File: config.mk
export PLATFORM = sky130hd
export DESIGN_NAME = lsu_mem_ctrl
export DESIGN_NICKNAME = d
export VERILOG_FILES = /design/src/rtl/lsu_mem_ctrl.sv
export SDC_FILE = /design/constraint.sdc
export NUM_CORES = 1
export LEC_CHECK = 0
export CAP_MARGIN = 25
export CELL_PAD_IN_SITES_DETAIL_PLACEMENT = 2
export CELL_PAD_IN_SITES_GLOBAL_PLACEMENT = 2
export CORE_MARGIN = 2
export CORE_UTILIZATION = 28
export CTS_BUF_LIST = sky130_fd_sc_hd__clkbuf_16
export DETAILED_ROUTE_END_ITERATION = 12
export GPL_TIMING_DRIVEN = 0
export PLACE_DENSITY = 0.95
export SYNTH_ARGS = -nofsm -noshare
export SYNTH_HDL_FRONTEND = slang
export SYNTH_SLANG_ARGS = --single-unit
File: constraint.sdc
create_clock -name clk -period 8.2 [get_ports clk]
set_input_delay 1.64 -clock clk [delete_from_list [all_inputs] [get_ports clk]]
set_output_delay 1.64 -clock clk [all_outputs]
set_load 0.01 [all_outputs]
File: src/rtl/lsu_mem_ctrl.sv
// Load/store unit: turns RV32I loads/stores into word-aligned memory transactions
// with byte enables, stalls the core until completion and extends load data.
module lsu_mem_ctrl (
  input  logic        clk,
  input  logic        reset,
  input  logic        req_valid,
  input  logic        req_we,
  input  logic [2:0]  req_funct3,
  input  logic [31:0] req_addr,
  input  logic [31:0] req_wdata,
  output logic        stall,
  output logic [31:0] rdata,
  output logic        rdata_valid,
  output logic        misaligned,
  output logic        illegal,
  output logic        mem_req,
  output logic        mem_we,
  output logic [31:0] mem_addr,
  output logic [31:0] mem_wdata,
  output logic [3:0]  mem_be,
  input  logic        mem_ready,
  input  logic        mem_rvalid,
  input  logic [31:0] mem_rdata
);

  typedef enum logic [1:0] {IDLE, ISSUE, WAIT_R, DONE} state_e;

  state_e      state_q;
  logic        mem_req_q, mem_we_q, rdata_valid_q;
  logic [31:0] mem_addr_q, mem_wdata_q, rdata_q;
  logic [3:0]  mem_be_q;
  logic [2:0]  funct3_q;
  logic [1:0]  off_q;

  logic        f3_legal_c, misalign_c, in_idle_c, accept_c;
  logic [3:0]  be_d;
  logic [31:0] wdata_d, rdata_d;
  logic [7:0]  lane_b_c;
  logic [15:0] lane_h_c;

  // Request decode: legality, alignment and acceptance in IDLE
  always_comb begin
    f3_legal_c = 1'b0;
    if (req_we) begin
      f3_legal_c = (req_funct3 == 3'b000) || (req_funct3 == 3'b001) ||
                   (req_funct3 == 3'b010);
    end else begin
      f3_legal_c = (req_funct3 == 3'b000) || (req_funct3 == 3'b001) ||
                   (req_funct3 == 3'b010) || (req_funct3 == 3'b100) ||
                   (req_funct3 == 3'b101);
    end
    misalign_c = ((req_funct3[1:0] == 2'b01) && req_addr[0]) ||
                 ((req_funct3[1:0] == 2'b10) && (req_addr[1:0] != 2'b00));
    in_idle_c  = (state_q == IDLE);
    illegal    = in_idle_c && req_valid && !f3_legal_c;
    misaligned = in_idle_c && req_valid && f3_legal_c && misalign_c;
    accept_c   = in_idle_c && req_valid && f3_legal_c && !misalign_c;
    stall      = accept_c || (state_q == ISSUE) || (state_q == WAIT_R);
  end

  // Store lane placement
  always_comb begin
    be_d    = 4'b1111;
    wdata_d = req_wdata;
    case (req_funct3[1:0])
      2'b00: begin
        be_d    = 4'b0001 << req_addr[1:0];
        wdata_d = {4{req_wdata[7:0]}};
      end
      2'b01: begin
        be_d    = req_addr[1] ? 4'b1100 : 4'b0011;
        wdata_d = {2{req_wdata[15:0]}};
      end
      default: ;
    endcase
  end

  // Load lane selection and extension, using the captured offset and funct3
  always_comb begin
    lane_h_c = off_q[1] ? mem_rdata[31:16] : mem_rdata[15:0];
    case (off_q)
      2'd0:    lane_b_c = mem_rdata[7:0];
      2'd1:    lane_b_c = mem_rdata[15:8];
      2'd2:    lane_b_c = mem_rdata[23:16];
      default: lane_b_c = mem_rdata[31:24];
    endcase
    case (funct3_q)
      3'b000:  rdata_d = {{24{lane_b_c[7]}}, lane_b_c};
      3'b001:  rdata_d = {{16{lane_h_c[15]}}, lane_h_c};
      3'b100:  rdata_d = {24'd0, lane_b_c};
      3'b101:  rdata_d = {16'd0, lane_h_c};
      default: rdata_d = mem_rdata;
    endcase
  end

  // Transaction FSM with registered memory-side and load-result outputs
  always_ff @(posedge clk or posedge reset) begin
    if (reset) begin
      state_q       <= IDLE;
      mem_req_q     <= 1'b0;
      mem_we_q      <= 1'b0;
      mem_addr_q    <= 32'd0;
      mem_wdata_q   <= 32'd0;
      mem_be_q      <= 4'd0;
      rdata_q       <= 32'd0;
      rdata_valid_q <= 1'b0;
      funct3_q      <= 3'd0;
      off_q         <= 2'd0;
    end else begin
      rdata_valid_q <= 1'b0;
      case (state_q)
        IDLE: begin
          if (accept_c) begin
            state_q     <= ISSUE;
            mem_req_q   <= 1'b1;
            mem_we_q    <= req_we;
            mem_addr_q  <= {req_addr[31:2], 2'b00};
            mem_wdata_q <= wdata_d;
            mem_be_q    <= req_we ? be_d : 4'b0000;
            funct3_q    <= req_funct3;
            off_q       <= req_addr[1:0];
          end
        end
        ISSUE: begin
          if (mem_ready) begin
            mem_req_q <= 1'b0;
            state_q   <= mem_we_q ? DONE : WAIT_R;
          end
        end
        WAIT_R: begin
          if (mem_rvalid) begin
            rdata_q       <= rdata_d;
            rdata_valid_q <= 1'b1;
            state_q       <= DONE;
          end
        end
        default: state_q <= IDLE;
      endcase
    end
  end

  assign mem_req     = mem_req_q;
  assign mem_we      = mem_we_q;
  assign mem_addr    = mem_addr_q;
  assign mem_wdata   = mem_wdata_q;
  assign mem_be      = mem_be_q;
  assign rdata       = rdata_q;
  assign rdata_valid = rdata_valid_q;

endmodule

==> metrics <==
status completed; PwrDens about 360 nW/um2; fin util 0.435; Core Box Area around 18000 um2; Crit Path Class input pin to output pin; area of the multi-input gates between 2000 and 2500 um2; H-tree Lvls 3; Skew-Pair Late Insertion Delay 0.36 ns; Mapped Area 5230 um2; register area 2700 um2; CTS tree built; clock-pin slew on the worst setup and hold paths 0.07 ns; Hold Buf Count CTS 0; Seq cells post-synth 108; layout cells sized above 1 0.111; hold_sp mem_wdata[29]; first-pass GRT wire length 31800 um; # IOs about 210; Worst setup SP type input pin; Mapped Cells 476; CP endpoint kind output pin; most frequent cells in the layout 206 x clkdlybuf4s50_1, 108 x dfrtp_1, 42 x a21oi_1; root buffer cell clkbuf_16; die area 19800 um2; row cnt 49; Num CTS Buffers 9; Final Setup Violations 0; initial antenna violation count 0; RSZ-0062 raised after global routing no; PortBufs 206; final hold vios 0; WP data required 6.56 ns; Avg Cell Area, Syn 11.0 um2; critical path startpoint req_addr[0]; crit path max fanout 10; final setup TNS 0 ns; FF-to-FF path depth 6; Critical R2R Launch state_q[0]; clock tree buffer depth 2; largest net degree at the start of global routing just over 70; Least-Margin Pin Slew 0.985 ns; Area growth, synth to finish 50.8%; commonest non-fill, non-tap cell in the layout clkdlybuf4s50_1; DRT Pass-1 Iters 4; Seq/Total Area, Yosys 0.517; wirelength, routed ~20000 um; Synth Warn # 0; DR WL/cell 22.1 um; critical path data arrival time 3.98 ns; hpwl dp 15700 um; die width around 140 um; routability cong. between 0.8 and 0.9; Vias/cell 4.98; Max-Cap Viols 0; fin nets 804; total grt overflow 0; fin crit share 0.685; DRC 0; GRT Util Overall 0.209; vias in the first global route roughly 5.5k; Netlist cell types 36; Post-synth EDFFs 0; via count 4627; Pleak around 3.5 nW; Min-Delay Path Class flip-flop to flip-flop; fillers between 1.5k and 2k; Max rail drop VDD roughly 0.15 mV; min Tclk post-route 5.62 ns; Post-DRT Antenna Nets 0; Final Skew 0.00943 ns; asr flop ratio synth 1.00; Setup Fix Bufs, Post-CTS 0; Slew headroom 0.341; Starting DRT DRC Count 124; Clock Sink Count roughly 110; Max Slew Vio Count 0; Post-CTS Resized 0; Initial Util 0.288; die height 141 um; Fmax between 0.15 and 0.2 GHz; antenna cell count 0; Worst Hold Path Cells 2; ys flop type dfrtp_1
-- cell families after synthesis --
group | after synthesis | share of synthesized area
other | 1 | 0.000717
adder cells (fa/ha/maj) | 4 | 0.00957
multiplexers | 87 | 0.206
XOR/XNOR | 1 | 0.00167
AO/OA/AOI/OAI | 128 | 0.139
flip-flops | 108 | 0.517
AND/OR/NAND/NOR | 95 | 0.0782
buffers and inverters | 52 | 0.0478
-- state kept, by name, summed over array words and instances, names as in the netlist --
signal / flops
off_q: 2
rdata_valid: 1
mem_addr: 30
state_q: 2
mem_we: 1
mem_be: 4
rdata: 32
mem_wdata: 32
mem_req: 1
funct3_q: 3
-- synth_stat cells (all sizes together) (2+ instances only) --
cell type | count | area [um2]
ha | 4 | 50.1
nor2b | 10 | 62.6
a211oi | 8 | 60.1
buf | 15 | 111
nor3 | 3 | 15.0
nand2b | 2 | 12.5
mux2 | 47 | 679
clkbuf | 20 | 75.1
a2bb2oi | 8 | 70.1
inv | 16 | 60.1
o21ai | 60 | 300
nand2 | 41 | 154
mux2i | 40 | 400
or4 | 2 | 15.0
a21oi | 42 | 210
dfrtp | 108 | 2700
a221oi | 2 | 23.8
nor2 | 35 | 131
o22ai | 2 | 12.5
-- worst max-delay path, stage by stage --
cell and delay [ns]:
clkdlybuf4s50_1 0.66, a221oi_2 0.13, o21bai_1 0.28, buf_2 0.37
buf_2 0.32, nand2_1 0.09, clkdlybuf4s50_1 0.48
-- power breakdown --
part	total [W]	switching (W)	internal (W)	leakage, nW
Clock	0.000424	0.000216	0.000208	0.129
Sequential	0.000973	0.000177	0.000796	1.31
Combinational	0.00143	0.000640	0.000791	2.10
Total	0.00283	0.00103	0.00179	3.53
-- metal layers --
metal | share of wire | GRT usage | vias up | wire, um
met3 | 0.076 | 0.0649 | 20 | 1560
met4 | 0.012 | 0.0479 | 0 | 254
met5 | 0 | 0 | - | 0
li1 | - | - | 2086 | -
met2 | 0.51 | 0.382 | 197 | 10500
met1 | 0.40 | 0.239 | 2324 | 8170
-- metrics by stage --
stage	total power, W	worst slack [ns]	std cells	hold slack [ns]	cell area [um2]
floorplan	0.00161	3.71	477	0.512	5240
global placement	0.00231	2.06	912	0.463	7580
detailed placement	0.00242	2.56	913	0.481	7610
CTS	0.00286	2.55	929	0.498	7890
global route	0.00301	2.45	929	0.534	7890
finish	0.00283	2.58	929	0.487	7890
-- final cells by class --
| cell class | instances | share of cell area |
|---|---|---|
| buffer | 35 | 0.0236 |
| clock buffer | 9 | 0.0285 |
| clock inverter | 7 | 0.00650 |
| inverter | 17 | 0.00840 |
| multi-input combinational | 317 | 0.289 |
| sequential | 108 | 0.343 |
| tap | 229 | 0.0363 |
| timing repair buffer | 207 | 0.265 |
-- final timing paths --
kind / endpoint / slack, ns
setup / recovery: stall / 2.58
hold / removal: mem_wdata[29] / 0.49
setup reg to reg: rdata[21] / 5.97
hold reg to reg: mem_wdata[29] / 0.49
max in group asynchronous: rdata[26] / 5.77
min in group asynchronous: mem_addr[31] / 1.68
(Power assumes the default switching activity.)
